==> src/rtl/instr_enc_pkg.sv <==
// instr_enc_pkg
// Shared types and constants for the instruction encoder slice.
//   kind_e        request kind (R, I-ALU, lw, sw, beq, jal, two illegal codes)
//   OP_*          RV32I major opcodes produced by the encoder
//   IMMSRC_*      immediate-format codes, shared with the decoder
//   buf_state_e   occupancy of the two-entry output buffer
//   enc_entry_t   one encoded result as stored in the buffer
//   inRange       signed range helper for the optional immediate check
// Optional feature macro used by this slice: INSTR_ENC_RANGE_CHECK_EN
package instr_enc_pkg;

  typedef enum logic [2:0] {
    KIND_R    = 3'd0,
    KIND_I    = 3'd1,
    KIND_LW   = 3'd2,
    KIND_SW   = 3'd3,
    KIND_BEQ  = 3'd4,
    KIND_JAL  = 3'd5,
    KIND_ILL6 = 3'd6,
    KIND_ILL7 = 3'd7
  } kind_e;

  localparam logic [6:0] OP_R   = 7'b0110011;
  localparam logic [6:0] OP_I   = 7'b0010011;
  localparam logic [6:0] OP_LW  = 7'b0000011;
  localparam logic [6:0] OP_SW  = 7'b0100011;
  localparam logic [6:0] OP_BEQ = 7'b1100011;
  localparam logic [6:0] OP_JAL = 7'b1101111;

  localparam logic [1:0] IMMSRC_I = 2'b00;
  localparam logic [1:0] IMMSRC_S = 2'b01;
  localparam logic [1:0] IMMSRC_B = 2'b10;
  localparam logic [1:0] IMMSRC_J = 2'b11;

  typedef enum logic [1:0] {
    BUF_EMPTY = 2'd0,
    BUF_ONE   = 2'd1,
    BUF_TWO   = 2'd2
  } buf_state_e;

  typedef struct packed {
    logic [31:0] instr;
    logic [1:0]  immsrc;
    logic        err;
  } enc_entry_t;

  // True when the signed value lies inside [lo, hi].
  function automatic logic inRange(input logic signed [31:0] v,
                                   input int lo, input int hi);
    return (v >= lo) && (v <= hi);
  endfunction

endpackage

==> src/rtl/instr_enc_if.sv <==
// instr_enc_if
// Request/response bundle between a requester and the instruction encoder.
//   in_valid/in_ready     request handshake
//   in_kind, in_funct3, in_funct7b5, in_rd, in_rs1, in_rs2, in_imm  request fields
//   out_valid/out_ready   response handshake
//   out_instr, out_immsrc, out_err                                  response fields
// Modports: slave = encoder side, master = requester/consumer side.
interface instr_enc_if;
  logic        in_valid;
  logic        in_ready;
  logic [2:0]  in_kind;
  logic [2:0]  in_funct3;
  logic        in_funct7b5;
  logic [4:0]  in_rd;
  logic [4:0]  in_rs1;
  logic [4:0]  in_rs2;
  logic [31:0] in_imm;
  logic        out_valid;
  logic        out_ready;
  logic [31:0] out_instr;
  logic [1:0]  out_immsrc;
  logic        out_err;

  modport slave (
    input  in_valid, in_kind, in_funct3, in_funct7b5, in_rd, in_rs1, in_rs2,
           in_imm, out_ready,
    output in_ready, out_valid, out_instr, out_immsrc, out_err
  );

  modport master (
    output in_valid, in_kind, in_funct3, in_funct7b5, in_rd, in_rs1, in_rs2,
           in_imm, out_ready,
    input  in_ready, out_valid, out_instr, out_immsrc, out_err
  );
endinterface

==> src/rtl/instr_enc_field.sv <==
// instr_enc_field
// Combinational field packer: turns one request into a 32-bit RV32I word,
// its immediate-format code and an error flag.
//   i_kind, i_funct3, i_funct7b5, i_rd, i_rs1, i_rs2, i_imm  request fields
//   o_entry                                                   encoded result
// Macro INSTR_ENC_RANGE_CHECK_EN: when defined, an immediate that does not
// fit its field also raises err (the truncated encoding is still produced).
module instr_enc_field
  import instr_enc_pkg::*;
(
  input  logic [2:0]  i_kind,
  input  logic [2:0]  i_funct3,
  input  logic        i_funct7b5,
  input  logic [4:0]  i_rd,
  input  logic [4:0]  i_rs1,
  input  logic [4:0]  i_rs2,
  input  logic [31:0] i_imm,
  output enc_entry_t  o_entry
);

  kind_e w_kind;
  logic  w_rangeBad;

  assign w_kind = kind_e'(i_kind);

  // Immediate range check; branch and jump offsets must also be even.
`ifdef INSTR_ENC_RANGE_CHECK_EN
  always_comb begin
    w_rangeBad = 1'b0;
    case (w_kind)
      KIND_I, KIND_LW, KIND_SW: w_rangeBad = !inRange(i_imm, -2048, 2047);
      KIND_BEQ: w_rangeBad = !inRange(i_imm, -4096, 4094) || i_imm[0];
      KIND_JAL: w_rangeBad = !inRange(i_imm, -1048576, 1048574) || i_imm[0];
      default:  w_rangeBad = 1'b0;
    endcase
  end
`else
  logic w_unusedImmBits;
  assign w_unusedImmBits = &{1'b0, i_imm[31:21]};
  assign w_rangeBad      = 1'b0;
`endif

  // Field placement per format; unused register fields stay zero, lw/sw
  // and beq carry their fixed funct3 regardless of the request.
  always_comb begin
    o_entry = '0;
    case (w_kind)
      KIND_R: begin
        o_entry.instr  = {1'b0, i_funct7b5, 5'b00000, i_rs2, i_rs1, i_funct3,
                          i_rd, OP_R};
        o_entry.immsrc = IMMSRC_I;
      end
      KIND_I: begin
        o_entry.instr  = {i_imm[11:0], i_rs1, i_funct3, i_rd, OP_I};
        o_entry.immsrc = IMMSRC_I;
      end
      KIND_LW: begin
        o_entry.instr  = {i_imm[11:0], i_rs1, 3'b010, i_rd, OP_LW};
        o_entry.immsrc = IMMSRC_I;
      end
      KIND_SW: begin
        o_entry.instr  = {i_imm[11:5], i_rs2, i_rs1, 3'b010, i_imm[4:0], OP_SW};
        o_entry.immsrc = IMMSRC_S;
      end
      KIND_BEQ: begin
        o_entry.instr  = {i_imm[12], i_imm[10:5], i_rs2, i_rs1, 3'b000,
                          i_imm[4:1], i_imm[11], OP_BEQ};
        o_entry.immsrc = IMMSRC_B;
      end
      KIND_JAL: begin
        o_entry.instr  = {i_imm[20], i_imm[10:1], i_imm[11], i_imm[19:12],
                          i_rd, OP_JAL};
        o_entry.immsrc = IMMSRC_J;
      end
      default: begin
        o_entry.err = 1'b1;
      end
    endcase
    o_entry.err = o_entry.err | w_rangeBad;
  end

endmodule

==> src/rtl/instr_enc.sv <==
// instr_enc
// RV32I instruction encoder with a two-entry output buffer.
//   clk, reset_n   clock and asynchronous active-low reset
//   bus (slave)    request fields + in_valid/in_ready,
//                  response out_instr/out_immsrc/out_err + out_valid/out_ready
// The head entry drives the outputs directly, so a stalled response holds
// steady. in_ready is a register and never depends on out_ready.
// Macro INSTR_ENC_RANGE_CHECK_EN enables immediate range errors (see
// instr_enc_field).
module instr_enc
  import instr_enc_pkg::*;
(
  input  logic        clk,
  input  logic        reset_n,
  instr_enc_if.slave  bus
);

  buf_state_e r_state;
  buf_state_e w_nextState;
  enc_entry_t r_head;
  enc_entry_t r_tail;
  enc_entry_t w_encEntry;
  logic       r_inReady;
  logic       w_push;
  logic       w_pop;

  instr_enc_field u_field (
    .i_kind     (bus.in_kind),
    .i_funct3   (bus.in_funct3),
    .i_funct7b5 (bus.in_funct7b5),
    .i_rd       (bus.in_rd),
    .i_rs1      (bus.in_rs1),
    .i_rs2      (bus.in_rs2),
    .i_imm      (bus.in_imm),
    .o_entry    (w_encEntry)
  );

  assign w_push = bus.in_valid && r_inReady;
  assign w_pop  = (r_state != BUF_EMPTY) && bus.out_ready;

  // Buffer occupancy next-state logic.
  always_comb begin
    w_nextState = r_state;
    case (r_state)
      BUF_EMPTY: if (w_push) w_nextState = BUF_ONE;
      BUF_ONE: begin
        if (w_push && !w_pop)      w_nextState = BUF_TWO;
        else if (w_pop && !w_push) w_nextState = BUF_EMPTY;
      end
      BUF_TWO:   if (w_pop) w_nextState = BUF_ONE;
      default:   w_nextState = BUF_EMPTY;
    endcase
  end

  // State register and a registered copy of "not full" for in_ready.
  always_ff @(posedge clk or negedge reset_n) begin
    if (!reset_n) begin
      r_state   <= BUF_EMPTY;
      r_inReady <= 1'b0;
    end else begin
      r_state   <= w_nextState;
      r_inReady <= (w_nextState != BUF_TWO);
    end
  end

  // Entry storage: head feeds the outputs, tail only fills when the head is
  // still waiting. A push into EMPTY, or a push with a pop in ONE, lands in
  // the head directly so latency stays at one cycle.
  always_ff @(posedge clk or negedge reset_n) begin
    if (!reset_n) begin
      r_head <= '0;
      r_tail <= '0;
    end else begin
      case (r_state)
        BUF_EMPTY: if (w_push) r_head <= w_encEntry;
        BUF_ONE: begin
          if (w_push && w_pop) r_head <= w_encEntry;
          else if (w_push)     r_tail <= w_encEntry;
        end
        BUF_TWO:   if (w_pop) r_head <= r_tail;
        default:   r_head <= r_head;
      endcase
    end
  end

  assign bus.in_ready   = r_inReady;
  assign bus.out_valid  = (r_state != BUF_EMPTY);
  assign bus.out_instr  = r_head.instr;
  assign bus.out_immsrc = r_head.immsrc;
  assign bus.out_err    = r_head.err;

endmodule

==> src/flat_wrapper.sv <==
// flat-port wrapper written by rule: the top's interface ports become plain ports
module instr_enc_flat import instr_enc_pkg::*;
  (clk, reset_n, bus_in_valid, bus_in_kind, bus_in_funct3, bus_in_funct7b5, bus_in_rd, bus_in_rs1, bus_in_rs2, bus_in_imm, bus_out_ready, bus_in_ready, bus_out_valid, bus_out_instr, bus_out_immsrc, bus_out_err);
  instr_enc_if bus_i ();
  input  logic clk;
  input  logic reset_n;
  input wire logic [$bits(bus_i.in_valid)-1:0] bus_in_valid;
  input wire logic [$bits(bus_i.in_kind)-1:0] bus_in_kind;
  input wire logic [$bits(bus_i.in_funct3)-1:0] bus_in_funct3;
  input wire logic [$bits(bus_i.in_funct7b5)-1:0] bus_in_funct7b5;
  input wire logic [$bits(bus_i.in_rd)-1:0] bus_in_rd;
  input wire logic [$bits(bus_i.in_rs1)-1:0] bus_in_rs1;
  input wire logic [$bits(bus_i.in_rs2)-1:0] bus_in_rs2;
  input wire logic [$bits(bus_i.in_imm)-1:0] bus_in_imm;
  input wire logic [$bits(bus_i.out_ready)-1:0] bus_out_ready;
  output wire logic [$bits(bus_i.in_ready)-1:0] bus_in_ready;
  output wire logic [$bits(bus_i.out_valid)-1:0] bus_out_valid;
  output wire logic [$bits(bus_i.out_instr)-1:0] bus_out_instr;
  output wire logic [$bits(bus_i.out_immsrc)-1:0] bus_out_immsrc;
  output wire logic [$bits(bus_i.out_err)-1:0] bus_out_err;
  assign bus_i.in_valid = bus_in_valid;
  assign bus_i.in_kind = bus_in_kind;
  assign bus_i.in_funct3 = bus_in_funct3;
  assign bus_i.in_funct7b5 = bus_in_funct7b5;
  assign bus_i.in_rd = bus_in_rd;
  assign bus_i.in_rs1 = bus_in_rs1;
  assign bus_i.in_rs2 = bus_in_rs2;
  assign bus_i.in_imm = bus_in_imm;
  assign bus_i.out_ready = bus_out_ready;
  assign bus_in_ready = bus_i.in_ready;
  assign bus_out_valid = bus_i.out_valid;
  assign bus_out_instr = bus_i.out_instr;
  assign bus_out_immsrc = bus_i.out_immsrc;
  assign bus_out_err = bus_i.out_err;
  instr_enc u_core (.clk(clk), .reset_n(reset_n), .bus(bus_i));
endmodule
==> config.mk <==
export PLATFORM = sky130hd
export DESIGN_NAME = instr_enc_flat
export DESIGN_NICKNAME = d
export VERILOG_FILES = /design/src/rtl/instr_enc_pkg.sv /design/src/rtl/instr_enc_if.sv /design/src/rtl/instr_enc_field.sv /design/src/rtl/instr_enc.sv /design/src/flat_wrapper.sv
export SDC_FILE = /design/constraint.sdc
export NUM_CORES = 1
export LEC_CHECK = 0
export BUFFER_PORTS_ARGS = -buffer_cell sky130_fd_sc_hd__clkbuf_2
export CAP_MARGIN = 40
export CORE_MARGIN = 10
export CORE_UTILIZATION = 45
export CTS_CLUSTER_DIAMETER = 30
export DETAILED_ROUTE_END_ITERATION = 7
export HOLD_SLACK_MARGIN = 0.08
export PLACE_DENSITY = 0.77
export SETUP_SLACK_MARGIN = 0.5
export SYNTH_ARGS = -nofsm -noshare
export SYNTH_HDL_FRONTEND = slang
export SYNTH_SLANG_ARGS = --single-unit
export TNS_END_PERCENT = 20
==> constraint.sdc <==
create_clock -name clk -period 2 [get_ports clk]
set_input_delay 0.1 -clock clk [delete_from_list [all_inputs] [get_ports clk]]
set_output_delay 0.1 -clock clk [all_outputs]
set_load 0.01 [all_outputs]
* Word level (Yosys, flattened, before mapping) *
Cells that the tools add are included.
Widths: inputs -> output; s select.

storage, ports and cells
  flip-flop bits (word level) = 73
  bits in latches = 0
  RAM bits = 0
  memory bits (read-only) = 0
  input port bits = 58
  output and inout port bits = 37
  word-level logic and storage cells = 45
  memories = 0

cells by class
  add/sub/neg operators = 0
  multiply operators = 0
  divide/modulo/power cells = 0
  $lt $le $gt $ge = 0
  equality and inequality tests = 11
  shifts and indexed selects = 0
  multiplexer cells = 11
  bitwise operators = 1
  reduce and logical (&&, ||, !) cells = 14

operators with widths
  operator            count
  $pmux 34 s6         1
  $mux 35             3
  $pmux 35 s3         1
  $mux 2              4
  $eq 3x2->1 const B  2
  $eq 3x3->1 const B  2
  $ne 2x1->1 const B  3
  $pmux 2 s3          1
  $reduce_or 6->1     1
  $logic_and 1x1->1   5
  $reduce_and 4->1    1
  $eq 3x1->1 const B  1
  $logic_not 3->1     1
  $reduce_and 3->1    1
  $reduce_bool 3->1   1
  $eq 2x1->1 const B  1
  $eq 2x2->1 const B  1
  $logic_not 1->1     2
  $logic_not 2->1     1
  $ne 2x2->1 const B  1
  $reduce_bool 2->1   1
  $mux 1              1
  $not 1->1           1

* Depth between registers and ports, before layout *
Gate-level depths: netlist (run 1).

  depth after elaboration = 7
  depth in mapped cells = 6
  mapped depth without buffers = 4

* Modules after synthesis *
A second synthesis (run 1) with hierarchy kept.

unflattened totals
  cell total of the unflattened synthesis = 313
  area, all modules = 3935.0 um2

modules (own cells, without submodules)
  module           instances  cells each  area an instance (um2)  sequential area each (um2)
  instr_enc        1          209         3158.0                  1826.8
  instr_enc_field  1          104         777.0                   0.0

* Worst setup path after synthesis (run 1) *
OpenSTA, ideal clock, no wires.

  path kind = register to register
  from = register u_core.r_state[1]
  to = register u_core.r_head (netlist bit u_core.bus.out_immsrc[0])
  library setup time = 0.125 ns
  data arrival time = 1.353 ns
  required time = 1.875 ns
  path slack = 0.522 ns
  cell stages (with the launch flop) = 6
  path buffers = 2
  clock period less this slack = 1.478 ns
  cells stage by stage = dfrtp_1 > nor2b_1 > buf_2 > a22o_1 > buf_6 > mux2_4

between the ends
  longest elaborated chain between the ends = 5
  elaborated cells on any way between the ends = 12
  classes of those cells = 5 x eq/ne; 1 x mux; 6 x reduce/logical

ends and longest elaborated chain
  what                               line             RTL
  from (decl)                        instr_enc.sv:18  buf_state_e r_state;
  from (signal assigned)             instr_enc.sv:61  r_state <= w_nextState;
  $reduce_bool 2->1                  instr_enc.sv:39  assign w_pop = (r_state != BUF_EMPTY) && bus.out_ready;
  $logic_and 1x1->1                  instr_enc.sv:39
  $logic_and 1x1->1                  instr_enc.sv:77  if (w_push && w_pop) r_head <= w_encEntry;
  $ne 2x1->1 (no source line)        n/a
  $reduce_and 4->1 (no source line)  n/a
  to (signal assigned)               instr_enc.sv:77
  to (signal assigned)               instr_enc.sv:80  BUF_TWO: if (w_pop) r_head <= r_tail;
  to (signal assigned)               instr_enc.sv:81  default: r_head <= r_head;
  to (decl)                          instr_enc.sv:20  enc_entry_t r_head;

Parallel ways exist; a longest one is shown, timed or not.
A chain may end at the register's enable or synchronous reset.

* Worst setup path after layout (run 1) *
  from = register u_core.r_state[1]
  to = register u_core.r_head (netlist bit u_core.bus.out_instr[16])

Same word-level chain as after synthesis.

==> flow_metrics.env, run 1 <==
export IMPL_status="finished clean"
export IMPL_wl_mm=9.745
export IMPL_power_switching_mw=1.985
export IMPL_synthDistinctLibCells=51
export IMPL_timing_hold_ws_ns=0.1022
export IMPL_tns_ns=0
export IMPL_numCtsBuffers=9
export IMPL_netlist_area_um2=3485
export IMPL_synthArstFlopShare=1.000
export IMPL_rows=32
export IMPL_p_leak_nw=2.135
export IMPL_report_final_setup_viol=0
export IMPL_io_pins=95
export IMPL_mostFrequentLayoutCells="82 x clkbuf_2, 67 x nand2_1, 65 x dfrtp_1"
export IMPL_reg2reg_slack_ns=0.51
export IMPL_viasPerCell=5.531
export IMPL_drc=0
export IMPL_chipWidth_um=108.0
export IMPL_htreeDepth=3
export IMPL_portBuffers=83
export IMPL_grt_pass1_vias=3126
export IMPL_antenna_found_initial=0
export IMPL_die_h_um=108.0
export IMPL_die_area_um2=11660
export IMPL_yosysWarningCount=0
export IMPL_via_count=3219
export IMPL_maxCapViolations=0
export IMPL_gp_congestion=0.8274
export IMPL_cts_tree="done"
export IMPL_cts_buffer_depth=2
export IMPL_final_common_cell="clkbuf_2"
export IMPL_cp_required_ns=2.29
export IMPL_drive_above_1_share=0.2813
export IMPL_path_clk_slew_ns=0.06
export IMPL_yosysSeqAreaShare=0.4811
export IMPL_p_per_area_nw_per_um2=1227
export IMPL_start_util=0.4557
export IMPL_finish_instance_area_um2=4393
export IMPL_intPower_mw=3.404
export IMPL_power_frac_seq=0.438
export IMPL_avgSynthCellArea_um2=9.051
export IMPL_worstHoldPathType="primary input to register"
export IMPL_seq_area_um2=1679
export IMPL_worstMarginPinSlew_ns=0.5099
export IMPL_multi_input_area_um2=1650
export IMPL_ys_flop_type="dfrtp_1"
export IMPL_dpl_worst_slack_ns=0.3643
export IMPL_grt_max_degree=68
export IMPL_timing_fmax_mhz=669.2
export IMPL_clock_sinks=67
export IMPL_synth_cells=385
export IMPL_rsz0062_at_grt="true"
export IMPL_timing_hold_violations_final=0
export IMPL_maxSlewHeadroom=0.6553
export IMPL_pwr_share_comb=0.373
export IMPL_synth_nets=443
export IMPL_crit_arrival_ns=1.78
export IMPL_finalCritPeriodShare=0.7472
export IMPL_antenna_cells=0
export IMPL_dpl_instance_area_um2=3991
export IMPL_power_frac_clock=0.189
export IMPL_cp_end_kind="register"
export IMPL_cp_start_kind="register"
export IMPL_ir_drop_mv=0.4421
export IMPL_synth_edff_count=0
export IMPL_final_antenna_net_count=0
export IMPL_wl_per_cell_um=16.74
export IMPL_drtIter0Drc=223
export IMPL_drv_slew=0
export IMPL_dr_pass1_iters=5
export IMPL_critPathKind="register to register"
export IMPL_switching_share=0.3683
export IMPL_fin_nets=533
export IMPL_design_core_area_um2=7647
export IMPL_period_needed_ns=1.494
export IMPL_synth_seq_cells=67
export IMPL_grt_usage=0.1641
export IMPL_hpwl_mm=6.442
export IMPL_area_growth_pct=26.07
export IMPL_clk_insertion_delay_late_ns=0.35
export IMPL_critPathMaxFanout=32
export IMPL_grt_overflow=0
export IMPL_fillers=672
export IMPL_cts_root_buffer="clkbuf_8"
export IMPL_grt_pass1_wl_mm=15.37
export IMPL_finalClockSkew_ns=0.007118
export IMPL_setup_ws_ns=0.5056
[cells by family after synthesis]
| family | count (synthesis) | synth area share |
|---|---|---|
| simple gates | 158 | 0.2090 |
| buf+inv | 35 | 0.05637 |
| xor+xnor | 1 | 0.002514 |
| compound gates | 110 | 0.2083 |
| flops | 67 | 0.4811 |
| mux | 14 | 0.04273 |
[cell usage after synthesis, types with 4 or more instances]
master,count,share of area
nand3_1,17,0.024
and2_1,5,0.0090
a22o_1,4,0.010
dfrtp_1,67,0.48
a31oi_1,18,0.032
a21o_1,9,0.019
nor2b_1,9,0.016
nand2_1,67,0.072
mux2i_1,10,0.029
o21ai_1,4,0.0057
nor2_1,38,0.041
o22ai_1,5,0.0090
o21ai_0,25,0.036
a21oi_1,23,0.033
a211oi_1,5,0.011
buf_2,19,0.027
clkbuf_1,4,0.0043
buf_4,7,0.015
[worst paths after layout]
check	from	endpoint	cells past startpoint
worst max-delay path	u_core.r_state[1]	u_core.bus.out_instr[16]	5
worst min-delay path	bus_out_ready	u_core.bus.in_ready	2
worst max register to register	u_core.r_state[1]	u_core.bus.out_instr[16]	5
worst min register to register	u_core.r_tail[32]	u_core.r_tail[32]	2
max in group asynchronous	reset_n	u_core.r_state[1]	3
min in group asynchronous	reset_n	u_core.bus.out_instr[14]	3
[through the flow]
step	total power, mW	instances	util
final	5.389	582	0.5744
after global routing	5.770	582	0.5744
after CTS	5.320	579	0.5615
after detailed placement	4.266	552	0.5219
after global placement	4.184	552	0.5219
after floorplan	3.529	385	-
[layer usage]
metal  wire [um]  global-route usage
met3         750             0.05057
met1        4012              0.2009
met2        4802              0.2629
met5           0                   0
met4         180             0.06775
[layout make-up]
| cell class | count | share of cell area |
|---|---|---|
| Clock buffer | 14 | 0.03703 |
| Inverter | 2 | 0.001709 |
| Timing Repair Buffer | 112 | 0.1720 |
| Sequential cell | 67 | 0.3822 |
| Clock inverter | 2 | 0.002279 |
| Tap cell | 102 | 0.02905 |
| Multi-Input combinational cell | 283 | 0.3757 |
[what timing repair did]
| action | in CTS | in global routing |
|---|---|---|
| gates resized for setup | 6 | 13 |
| cloned | 0 | 1 |
| endpoints found under the setup margin | 53 | 57 |
| buffers inserted | 0 | 2 |
| hold buffers | 11 | 0 |
| pin swaps | 0 | 1 |
| hold endpoints to repair | 82 | 0 |
[state kept, by name, summed over array words and instances, names as in the netlist]
signal                 count
u_core.r_state             2
u_core.r_tail             32
u_core.bus.out_err         1
u_core.bus.in_ready        1
u_core.bus.out_instr      30
u_core.bus.out_immsrc      1
[power by group through the flow]
stage / clock, mW / combinational (mW) / sequential [mW]
after floorplan: 0 / 1.07 / 2.46
after global placement: 0 / 1.85 / 2.34
after detailed placement: 0 / 1.90 / 2.37
after CTS: 1.02 / 1.95 / 2.35
after global routing: 1.10 / 2.24 / 2.44
final: 1.02 / 2.01 / 2.36
[critical path: stages (launching register included)]
cell and delay (ns):
dfrtp_2 0.45, and3b_2 0.34, a22oi_4 0.08, buf_12 0.18
a211oi_1 0.27, a21o_1 0.12
No activity file was read; power rests on OpenSTA's default activity.
==> inputs of run 2 (changes only) <==
PLACE_DENSITY = 0.8   (was 0.77)
clock period = 1.25 ns   (was 2 ns; I/O delays follow)
==> flow_metrics.env, run 2 (synthesis results as in run 1) <==
export IMPL_final_antenna_net_count=0
export IMPL_mostFrequentLayoutCells="66 x dfrtp_1, 65 x nand2_1, 46 x clkbuf_2"
export IMPL_clock_sinks=67
export IMPL_crit_reg2reg_launch="u_core.r_state[1]"
export IMPL_timing_fmax_mhz=660.1
export IMPL_critical_path_most_common_cell="buf_6"
export IMPL_dpl_instance_area_um2=4238
export IMPL_critPathKind="register to register"
export IMPL_finalClockSkew_ns=0.005769
export IMPL_violations="setup timing"
export IMPL_final_common_cell="dfrtp_1"
export IMPL_clk_insertion_delay_late_ns=0.35
export IMPL_hpwl_mm=7.320
export IMPL_htreeDepth=3
export IMPL_worstMarginPinSlew_ns=0.4329
export IMPL_timing_hold_ws_ns=0.05326
export IMPL_rows=32
export IMPL_largest_reg_flops=32
export IMPL_grt_usage=0.1941
export IMPL_p_per_area_nw_per_um2=1951
export IMPL_timing_hold_violations_final=0
export IMPL_p_leak_nw=2.338
export IMPL_dr_pass1_iters=4
export IMPL_power_mw=9.382
export IMPL_rsz0062_at_grt="true"
export IMPL_worst_path_max_delay_cell="dfrtp_1"
export IMPL_grt_max_degree=68
export IMPL_critPathMaxFanout=8
export IMPL_holdCritStartpoint="bus_in_rs1[2]"
export IMPL_design_core_area_um2=7647
export IMPL_die_h_um=108.0
export IMPL_worstHoldEndpoint="u_core.r_tail[20]"
export IMPL_viasPerCell=5.641
export IMPL_die_area_um2=11660
export IMPL_r2r_end="u_core.bus.out_instr[9]"
export IMPL_gp_congestion=0.8836
export IMPL_numCtsBuffers=9
export IMPL_wl_per_cell_um=18.25
export IMPL_crit_arrival_ns=1.75
export IMPL_chipWidth_um=108.0
export IMPL_period_needed_ns=1.515
export IMPL_worstHoldPathType="primary input to register"
export IMPL_finalCritPeriodShare=1.212
export IMPL_start_util=0.4557
export IMPL_regMostFlops="u_core.r_tail"
export IMPL_antenna_found_initial=0
export IMPL_path_clk_slew_ns=0.07
export IMPL_fin_nets=561
export IMPL_wl_mm=11.10
export IMPL_cts_buffer_depth=2
export IMPL_report_final_setup_viol=65
export IMPL_antenna_cells=0
export IMPL_reg2reg_slack_ns=-0.26
export IMPL_grt_overflow=0
export IMPL_drtIter0Drc=281
export IMPL_cp_end_kind="register"
export IMPL_drc=0
export IMPL_worstPathCellList="and3b_1, buf_6, a22oi_4, buf_6, buf_16, a22o_1"
export IMPL_worst_r2r_path_depth=6
export IMPL_maxCapViolations=0
export IMPL_critPathMaxStageDelay_ns=0.41
export IMPL_cts_tree="done"
export IMPL_finish_instance_area_um2=4808
export IMPL_grt_pass1_vias=3548
export IMPL_whs_path_depth=3
export IMPL_area_growth_pct=37.99
export IMPL_grt_pass1_wl_mm=18.03
export IMPL_portBuffers=83
export IMPL_cp_required_ns=1.48
export IMPL_via_count=3430
export IMPL_status="finished, violations left"
export IMPL_ir_drop_mv=0.9681
export IMPL_setup_ws_ns=-0.2649
export IMPL_cts_root_buffer="clkbuf_8"
export IMPL_drv_slew=0
export IMPL_cp_start_kind="register"
export IMPL_io_pins=95
export IMPL_maxSlewHeadroom=0.7073
export IMPL_drive_above_1_share=0.3577
## run 2: changes by cell type in the layout (fill, tap and decap cells not counted), moves of 4 or more
cell / change
buf_16: +4
buf_4: +24
a211oi_2: +4
a211oi_1: -4
dlygate4sd3_1: -5
buf_2: +27
nor2_1: -8
nor2_2: +8
clkbuf_2: -36
buf_6: +11
## run 2: report_power, final
part	switching [mW]	internal (mW)
logic	2.01	1.94
registers	0.661	3.19
clock network	0.780	0.803
## run 2: worst max-delay path by stage
| stage | start | endpoint | slack (ns) | cells after the start |
|---|---|---|---|---|
| floorplan | u_core.bus.in_ready | u_core.bus.out_immsrc[0] | -0.22 | 5 |
| global placement | u_core.r_state[1] | u_core.bus.out_instr[9] | -0.18 | 6 |
| detailed placement | u_core.r_state[1] | u_core.bus.out_instr[9] | -0.25 | 6 |
| CTS | u_core.r_state[1] | u_core.bus.out_instr[9] | -0.24 | 6 |
| global route | u_core.r_state[1] | u_core.bus.out_instr[9] | -0.32 | 6 |
| finish | u_core.r_state[1] | u_core.bus.out_instr[9] | -0.26 | 6 |
## run 2: worst max-delay path, delay by kind of cell (launching register included)
kind	cells	cell delay [ns]
buf+inv	3	0.42
flops	1	0.41
compound gates	2	0.30
simple gates	1	0.26
## run 2: layer usage
layer  wire length, um  GRT usage
met4               263    0.07347
met2              5457     0.3224
met5                 0          0
met3               934    0.05830
met1              4438     0.2315
## run 2: final cells by class
type	instances	area, um^2
Fill cell	631	2839
Multi-Input combinational cell	283	1708
Sequential cell	67	1678
Timing Repair Buffer	140	1120
Clock buffer	12	155.1
Tap cell	102	127.6
Clock inverter	2	12.51
Inverter	2	7.507
## run 2: metrics by stage
stage | utilization | std cells | TNS (ns) | worst slack, ns
global route | 0.6288 | 608 | -16.13 | -0.3219
finish | 0.6288 | 608 | -10.94 | -0.2649
CTS | 0.6189 | 607 | -9.632 | -0.2411
floorplan | - | 385 | -2.842 | -0.2181
detailed placement | 0.5542 | 578 | -8.419 | -0.2488
global placement | 0.5542 | 578 | -5.821 | -0.1765
## run 2: what timing repair did
item / in CTS / in global routing
endpoints found under the setup margin: 104 / 104
endpoints found under the hold margin: 83 / 0
resized for setup: 33 / 48
setup buffers: 5 / 1
cloned: 4 / 0
hold buffers: 6 / 0
pin swaps: 16 / 3
